File: config.mk
export PLATFORM = sky130hd
export DESIGN_NAME = alu_dispatch_unit_flat
export DESIGN_NICKNAME = d
export VERILOG_FILES = /design/src/rtl/alu_dispatch_if.sv /design/src/rtl/alu_dispatch_unit.sv /design/src/flat_wrapper.sv
export SDC_FILE = /design/constraint.sdc
export NUM_CORES = 1
export LEC_CHECK = 0
export CORE_MARGIN = 5
export CORE_UTILIZATION = 49
export DETAILED_ROUTE_END_ITERATION = 7
export PLACE_DENSITY = 0.8
export SLEW_MARGIN = 20
export SYNTH_ARGS = -nofsm -noshare
export SYNTH_HDL_FRONTEND = slang
export SYNTH_SLANG_ARGS = --single-unit
export TNS_END_PERCENT = 30
File: constraint.sdc
create_clock -name CLK -period 1.65 [get_ports CLK]
set_clock_uncertainty 0.05 [all_clocks]
set_input_delay 0.2475 -clock CLK [delete_from_list [all_inputs] [get_ports CLK]]
set_output_delay 0.2475 -clock CLK [all_outputs]
set_load 0.02 [all_outputs]
File: src/rtl/alu_dispatch_if.sv
// alu_dispatch_if: request/enable/result bundle between the ALU control front-end, the dispatcher and the execution units
//   op_valid/op_fun/op_ready   request handshake from the front-end
//   unit_enable/unit_done      one-hot enable to, and completion strobes from, the execution units
//   result_valid/result_unit   completion report back to the front-end
//   illegal_op/timeout_err     error pulses; busy marks an operation in flight
//   slave modport faces the dispatcher, master modport faces its environment
interface alu_dispatch_if #(
  parameter int NUM_UNITS = 4,
  parameter int SEL_W     = 2
);
  logic                 op_valid;
  logic [SEL_W-1:0]     op_fun;
  logic                 op_ready;
  logic [NUM_UNITS-1:0] unit_enable;
  logic [NUM_UNITS-1:0] unit_done;
  logic                 result_valid;
  logic [SEL_W-1:0]     result_unit;
  logic                 illegal_op;
  logic                 timeout_err;
  logic                 busy;
  modport master (
    output op_valid, op_fun, unit_done,
    input  op_ready, unit_enable, result_valid, result_unit, illegal_op, timeout_err, busy
  );
  modport slave (
    input  op_valid, op_fun, unit_done,
    output op_ready, unit_enable, result_valid, result_unit, illegal_op, timeout_err, busy
  );
endinterface

File: src/rtl/alu_dispatch_unit.sv
// alu_dispatch_unit: dispatches one ALU operation at a time to a one-hot unit enable, reports completion, illegal codes and watchdog expiry
//   CLK  rising-edge clock
//   RST  synchronous active-low reset
//   bus  alu_dispatch_if slave: request handshake, unit enable/done, result and error pulses
module alu_dispatch_unit #(
  parameter int NUM_UNITS = 4,
  parameter int SEL_W     = 2,
  parameter int TIMEOUT   = 15,
  parameter int TO_W      = 8
) (
  input logic         CLK,
  input logic         RST,
  alu_dispatch_if.slave bus
);
  typedef enum logic {IDLE, ACTIVE} state_t;
  localparam logic [SEL_W:0]  NUM     = (SEL_W+1)'(NUM_UNITS);
  localparam logic [TO_W-1:0] TO_LAST = TO_W'(TIMEOUT - 1);
  state_t               state_q, state_d;
  logic [SEL_W-1:0]     sel_q, sel_d, ru_q, ru_d;
  logic [NUM_UNITS-1:0] en_q, en_d;
  logic [TO_W-1:0]      cnt_q, cnt_d;
  logic                 rv_q, rv_d, ill_q, ill_d, to_q, to_d, busy_q, busy_d;
  logic                 accept, legal, done_sel, expired;
  assign bus.op_ready     = RST && state_q == IDLE;
  assign bus.unit_enable  = en_q;
  assign bus.result_valid = rv_q;
  assign bus.result_unit  = ru_q;
  assign bus.illegal_op   = ill_q;
  assign bus.timeout_err  = to_q;
  assign bus.busy         = busy_q;
  assign accept   = bus.op_valid && bus.op_ready;
  assign legal    = {1'b0, bus.op_fun} < NUM;
  // en_q is one-hot on sel while active, so masking picks out only the selected unit's done
  assign done_sel = |(bus.unit_done & en_q);
  // counter holds TIMEOUT-1 during the last permitted enable cycle
  assign expired  = TIMEOUT != 0 && cnt_q == TO_LAST;
  always_comb begin
    state_d = state_q;
    sel_d   = sel_q;
    ru_d    = ru_q;
    en_d    = en_q;
    cnt_d   = cnt_q;
    busy_d  = busy_q;
    rv_d    = 1'b0;
    ill_d   = 1'b0;
    to_d    = 1'b0;
    if (state_q == IDLE) begin
      if (accept && legal) begin
        state_d = ACTIVE;
        sel_d   = bus.op_fun;
        en_d    = NUM_UNITS'(1) << bus.op_fun;
        busy_d  = 1'b1;
        cnt_d   = '0;
      end
      ill_d = accept && !legal;
    end else begin
      cnt_d = &cnt_q ? cnt_q : cnt_q + 1'b1;
      // done takes priority over a simultaneous watchdog expiry
      if (done_sel || expired) begin
        state_d = IDLE;
        en_d    = '0;
        busy_d  = 1'b0;
        ru_d    = sel_q;
        rv_d    = done_sel;
        to_d    = !done_sel;
      end
    end
  end
  always_ff @(posedge CLK) begin
    if (!RST) begin
      state_q <= IDLE;
      sel_q   <= '0;
      ru_q    <= '0;
      en_q    <= '0;
      cnt_q   <= '0;
      busy_q  <= 1'b0;
      rv_q    <= 1'b0;
      ill_q   <= 1'b0;
      to_q    <= 1'b0;
    end else begin
      state_q <= state_d;
      sel_q   <= sel_d;
      ru_q    <= ru_d;
      en_q    <= en_d;
      cnt_q   <= cnt_d;
      busy_q  <= busy_d;
      rv_q    <= rv_d;
      ill_q   <= ill_d;
      to_q    <= to_d;
    end
  end
endmodule
File: src/flat_wrapper.sv
// flat-port wrapper written by rule: the top's interface ports become plain ports
module alu_dispatch_unit_flat 
#(
  parameter int NUM_UNITS = 4,
  parameter int SEL_W     = 2,
  parameter int TIMEOUT   = 15,
  parameter int TO_W      = 8
)
  (CLK, RST, bus_op_valid, bus_op_fun, bus_unit_done, bus_op_ready, bus_unit_enable, bus_result_valid, bus_result_unit, bus_illegal_op, bus_timeout_err, bus_busy);
  alu_dispatch_if #(.NUM_UNITS(NUM_UNITS), .SEL_W(SEL_W)) bus_i ();
  input logic CLK;
  input logic RST;
  input wire logic [$bits(bus_i.op_valid)-1:0] bus_op_valid;
  input wire logic [$bits(bus_i.op_fun)-1:0] bus_op_fun;
  input wire logic [$bits(bus_i.unit_done)-1:0] bus_unit_done;
  output wire logic [$bits(bus_i.op_ready)-1:0] bus_op_ready;
  output wire logic [$bits(bus_i.unit_enable)-1:0] bus_unit_enable;
  output wire logic [$bits(bus_i.result_valid)-1:0] bus_result_valid;
  output wire logic [$bits(bus_i.result_unit)-1:0] bus_result_unit;
  output wire logic [$bits(bus_i.illegal_op)-1:0] bus_illegal_op;
  output wire logic [$bits(bus_i.timeout_err)-1:0] bus_timeout_err;
  output wire logic [$bits(bus_i.busy)-1:0] bus_busy;
  assign bus_i.op_valid = bus_op_valid;
  assign bus_i.op_fun = bus_op_fun;
  assign bus_i.unit_done = bus_unit_done;
  assign bus_op_ready = bus_i.op_ready;
  assign bus_unit_enable = bus_i.unit_enable;
  assign bus_result_valid = bus_i.result_valid;
  assign bus_result_unit = bus_i.result_unit;
  assign bus_illegal_op = bus_i.illegal_op;
  assign bus_timeout_err = bus_i.timeout_err;
  assign bus_busy = bus_i.busy;
  alu_dispatch_unit #(.NUM_UNITS(NUM_UNITS), .SEL_W(SEL_W), .TIMEOUT(TIMEOUT), .TO_W(TO_W)) u_core (.CLK(CLK), .RST(RST), .bus(bus_i));
endmodule
==> impl_metrics.tcl <==
set metrics [dict create \
    wl_met3_um 76 \
    highest_layer "met4" \
    antenna_found_initial 0 \
    arrival_ns 1.33 \
    critical_path_class "input port to output port" \
    die_w_um 55.1 \
    cap_violations 0 \
    most-common-layout-cells "nand2_1, dfxtp_1, clkdlybuf4s50_1" \
    overflow 0 \
    die-area_sq_mm 0.00304 \
    vias_per_cell 5.48 \
    yosys.area_share.adder_pct 2.51 \
    hold_slack_ns 0.417 \
    regArea_sq_um 410 \
    path_buf_inv 2 \
    ant_nets 0 \
    dpl.cell_count 165 \
    period_minus_slack_ns 1.63 \
    final_core_util_pct 68.0 \
    fin_cells 172 \
    design_area_sq_mm 0.00132 \
    grtUsageTotal_pct 16.0 \
    met2WireLength_um 1150 \
    core_sq_mm 0.00194 \
    drc 0 \
    syn_inst 119 \
    ys_warn_count 0 \
    end_kind "output port" \
    critPathLaunchType "input port" \
    ys_seq_elements 20 \
    diodes 0 \
    post_synth.cell_area_avg_sq_um 8.38 \
    wirelength_um 2290 \
    wl_per_cell_um 13.3 \
    synth_nets 130 \
    grt_start_max_net_pins 19 \
    drive_above_1_share_pct 17.2 \
    cts_tree "built" \
    num_vias 943 \
    yosysSeqAreaShare_pct 40.2 \
    final_common_cell "nand2_1" \
    clk_latency_ns 0.30 \
    io_pins 20 \
    critPathSlowestCell "clkdlybuf4s50_1" \
    irDropWorstVdd_v 0.000451 \
    fmax_ghz 0.613 \
    synth-compound-area-share_pct 22.0 \
    dp_hpwl_um 1650 \
    grt_pass1_wl_um 3550 \
    critical-path-top-delay-family "buffers and inverters" \
    cp_slowest_stage_delay_ns 0.55 \
    die_height_um 55.1 \
    synth_xor_area_share_pct 0 \
    gp_congestion 0.837 \
    numPortBuffers 18 \
    crit_path_cell_trace "clkdlybuf4s50_1, nor2b_1, dlygate4sd2_1" \
    cts_sinks 20 \
    clockBufferDepth 2 \
    finalSetupViolations 0 \
    status "completed" \
    finalCritPeriodShare_pct 98.8 \
    timing.final.max_slew_violations 0 \
    dpl_cell_area_sq_mm 0.00124 \
    clk_pin_slew_ns 0.11 \
    synthSimpleGateAreaFrac_pct 27.6 \
    finalHoldViolCount 0 \
    powerDensity_mw_per_mm2 738 \
    cts_buffers 3 \
    multi_input_area_sq_um 566 \
    yosysUniqueCellTypes 37 \
    netlist_area_sq_um 997 \
    place_ws_ns -0.210 \
    initial_core_util_pct 51.4 \
    rows 16 \
    syn2layout_area_growth_pct 32.4 \
    synthMuxAreaShare_pct 3.01 \
    fill_cells 157 \
    cp.required_ns 1.35 \
    drt-met1-wl_um 1030 \
    synth_top_family_by_area "simple AND/OR/NAND/NOR gates" \
    worst_slack_ns 0.0191 \
    nets 157 \
    drt_iter0_drc 24 \
    first_global_vias 846 \
    cts_max_level 1 \
    path_max_fanout 3 \
    worst_hold_path_type "flip-flop to flip-flop" \
    p_leak_nw 0.491 \
    dr.pass1.iters 4 \
    clockRootBuffer "clkbuf_4" \
]
-- path summary, 6_finish.rpt --
| check | from | end | slack, ns | cells past startpoint |
|---|---|---|---|---|
| max | RST | bus_op_ready | 0.02 | 3 |
| min | u_core.bus.busy | u_core.bus.busy | 0.42 | 2 |
| max reg2reg | u_core.cnt_q[6] | u_core.bus.unit_enable[3] | 0.05 | 5 |
| min reg2reg | u_core.bus.busy | u_core.bus.busy | 0.42 | 2 |
-- metrics by stage --
step                setup TNS, ns  power [mW]
global route               -0.223        1.02
global placement           -0.692       0.694
finish                          0       0.975
detailed placement          -1.05       0.698
CTS                             0       0.976
floorplan                       0       0.621
-- synth_stat cells, drive strengths merged --
cell type  count  area (sq um)
a21boi         5          37.5
a21o           1          7.51
a21oi          7          46.3
a221oi         1          26.3
a22o           1          8.76
a22oi          1          12.5
a41oi          1          8.76
and2           1          6.26
and3           1          6.26
and4           1          8.76
buf            3          17.5
clkbuf         4          15.0
conb           1          3.75
dfxtp         20           400
ha             2          25.0
inv            3          11.3
mux2i          3          30.0
nand2         18          67.6
nand3         10          50.1
nand3b         1          7.51
nand4          3          18.8
nand4b         3          26.3
nor2           6          22.5
nor2b          3          18.8
nor3           2          10.0
nor3b          1          12.5
nor4           1          6.26
o21ai         11          55.1
o22ai          1          6.26
o311a          1          10.0
or3            1          6.26
or4            1          7.51
-- cell type report --
class	instances	share of cell area (%)
Sequential cell	20	31.1
Timing Repair Buffer	29	19.9
Clock buffer	4	2.75
Tap cell	27	2.56
Inverter	3	0.853
Multi-Input combinational cell	89	42.8
-- cells by family (layout without fill, tap and decap cells) --
| kind of cell | count (synthesis) | count (layout) |
|---|---|---|
| adder cells (fa/ha/maj) | 2 | 2 |
| flip-flops | 20 | 20 |
| AO/OA/AOI/OAI | 30 | 30 |
| buffers and inverters | 10 | 36 |
| other | 1 | 1 |
| AND/OR/NAND/NOR | 53 | 53 |
| multiplexers | 3 | 3 |
-- worst register-to-register path, stage by stage (launching register included) --
cell and delay (ns):
dfxtp_1 0.38, nor4_1 0.35, nand3_1 0.21, a21oi_4 0.29, buf_4 0.16, o21ai_1 0.06
-- flip-flops by register name (all words and copies together) (netlist names) --
register / count
u_core.state_q: 1
u_core.bus.timeout_err: 1
u_core.bus.result_valid: 1
u_core.cnt_q: 8
u_core.sel_q: 2
u_core.bus.result_unit: 2
u_core.bus.unit_enable: 4
u_core.bus.busy: 1
-- report_power, final --
group          leakage, nW  internal [mW]  total (mW)  switching, mW
combinational        0.305         0.0819       0.171         0.0896
sequential           0.165          0.498       0.518         0.0191
clock               0.0210          0.135       0.286          0.151
-- repair_timing --
action	4_1_cts	5_1_grt
setup endpoints to repair	3	4
buffers inserted	0	3
pin swaps	0	4
hold buffers	0	0
endpoints found under the hold margin	0	0
gates resized for setup	3	9
-- routing by layer --
| metal | global-route usage (%) | vias to the layer above |
|---|---|---|
| li1 | - | 480 |
| met1 | 20.4 | 438 |
| met2 | 26.6 | 20 |
| met3 | 2.41 | 5 |
| met4 | 7.29 | 0 |
| met5 | 0 | - |
Note: power is estimated with default switching activity, not from simulation.
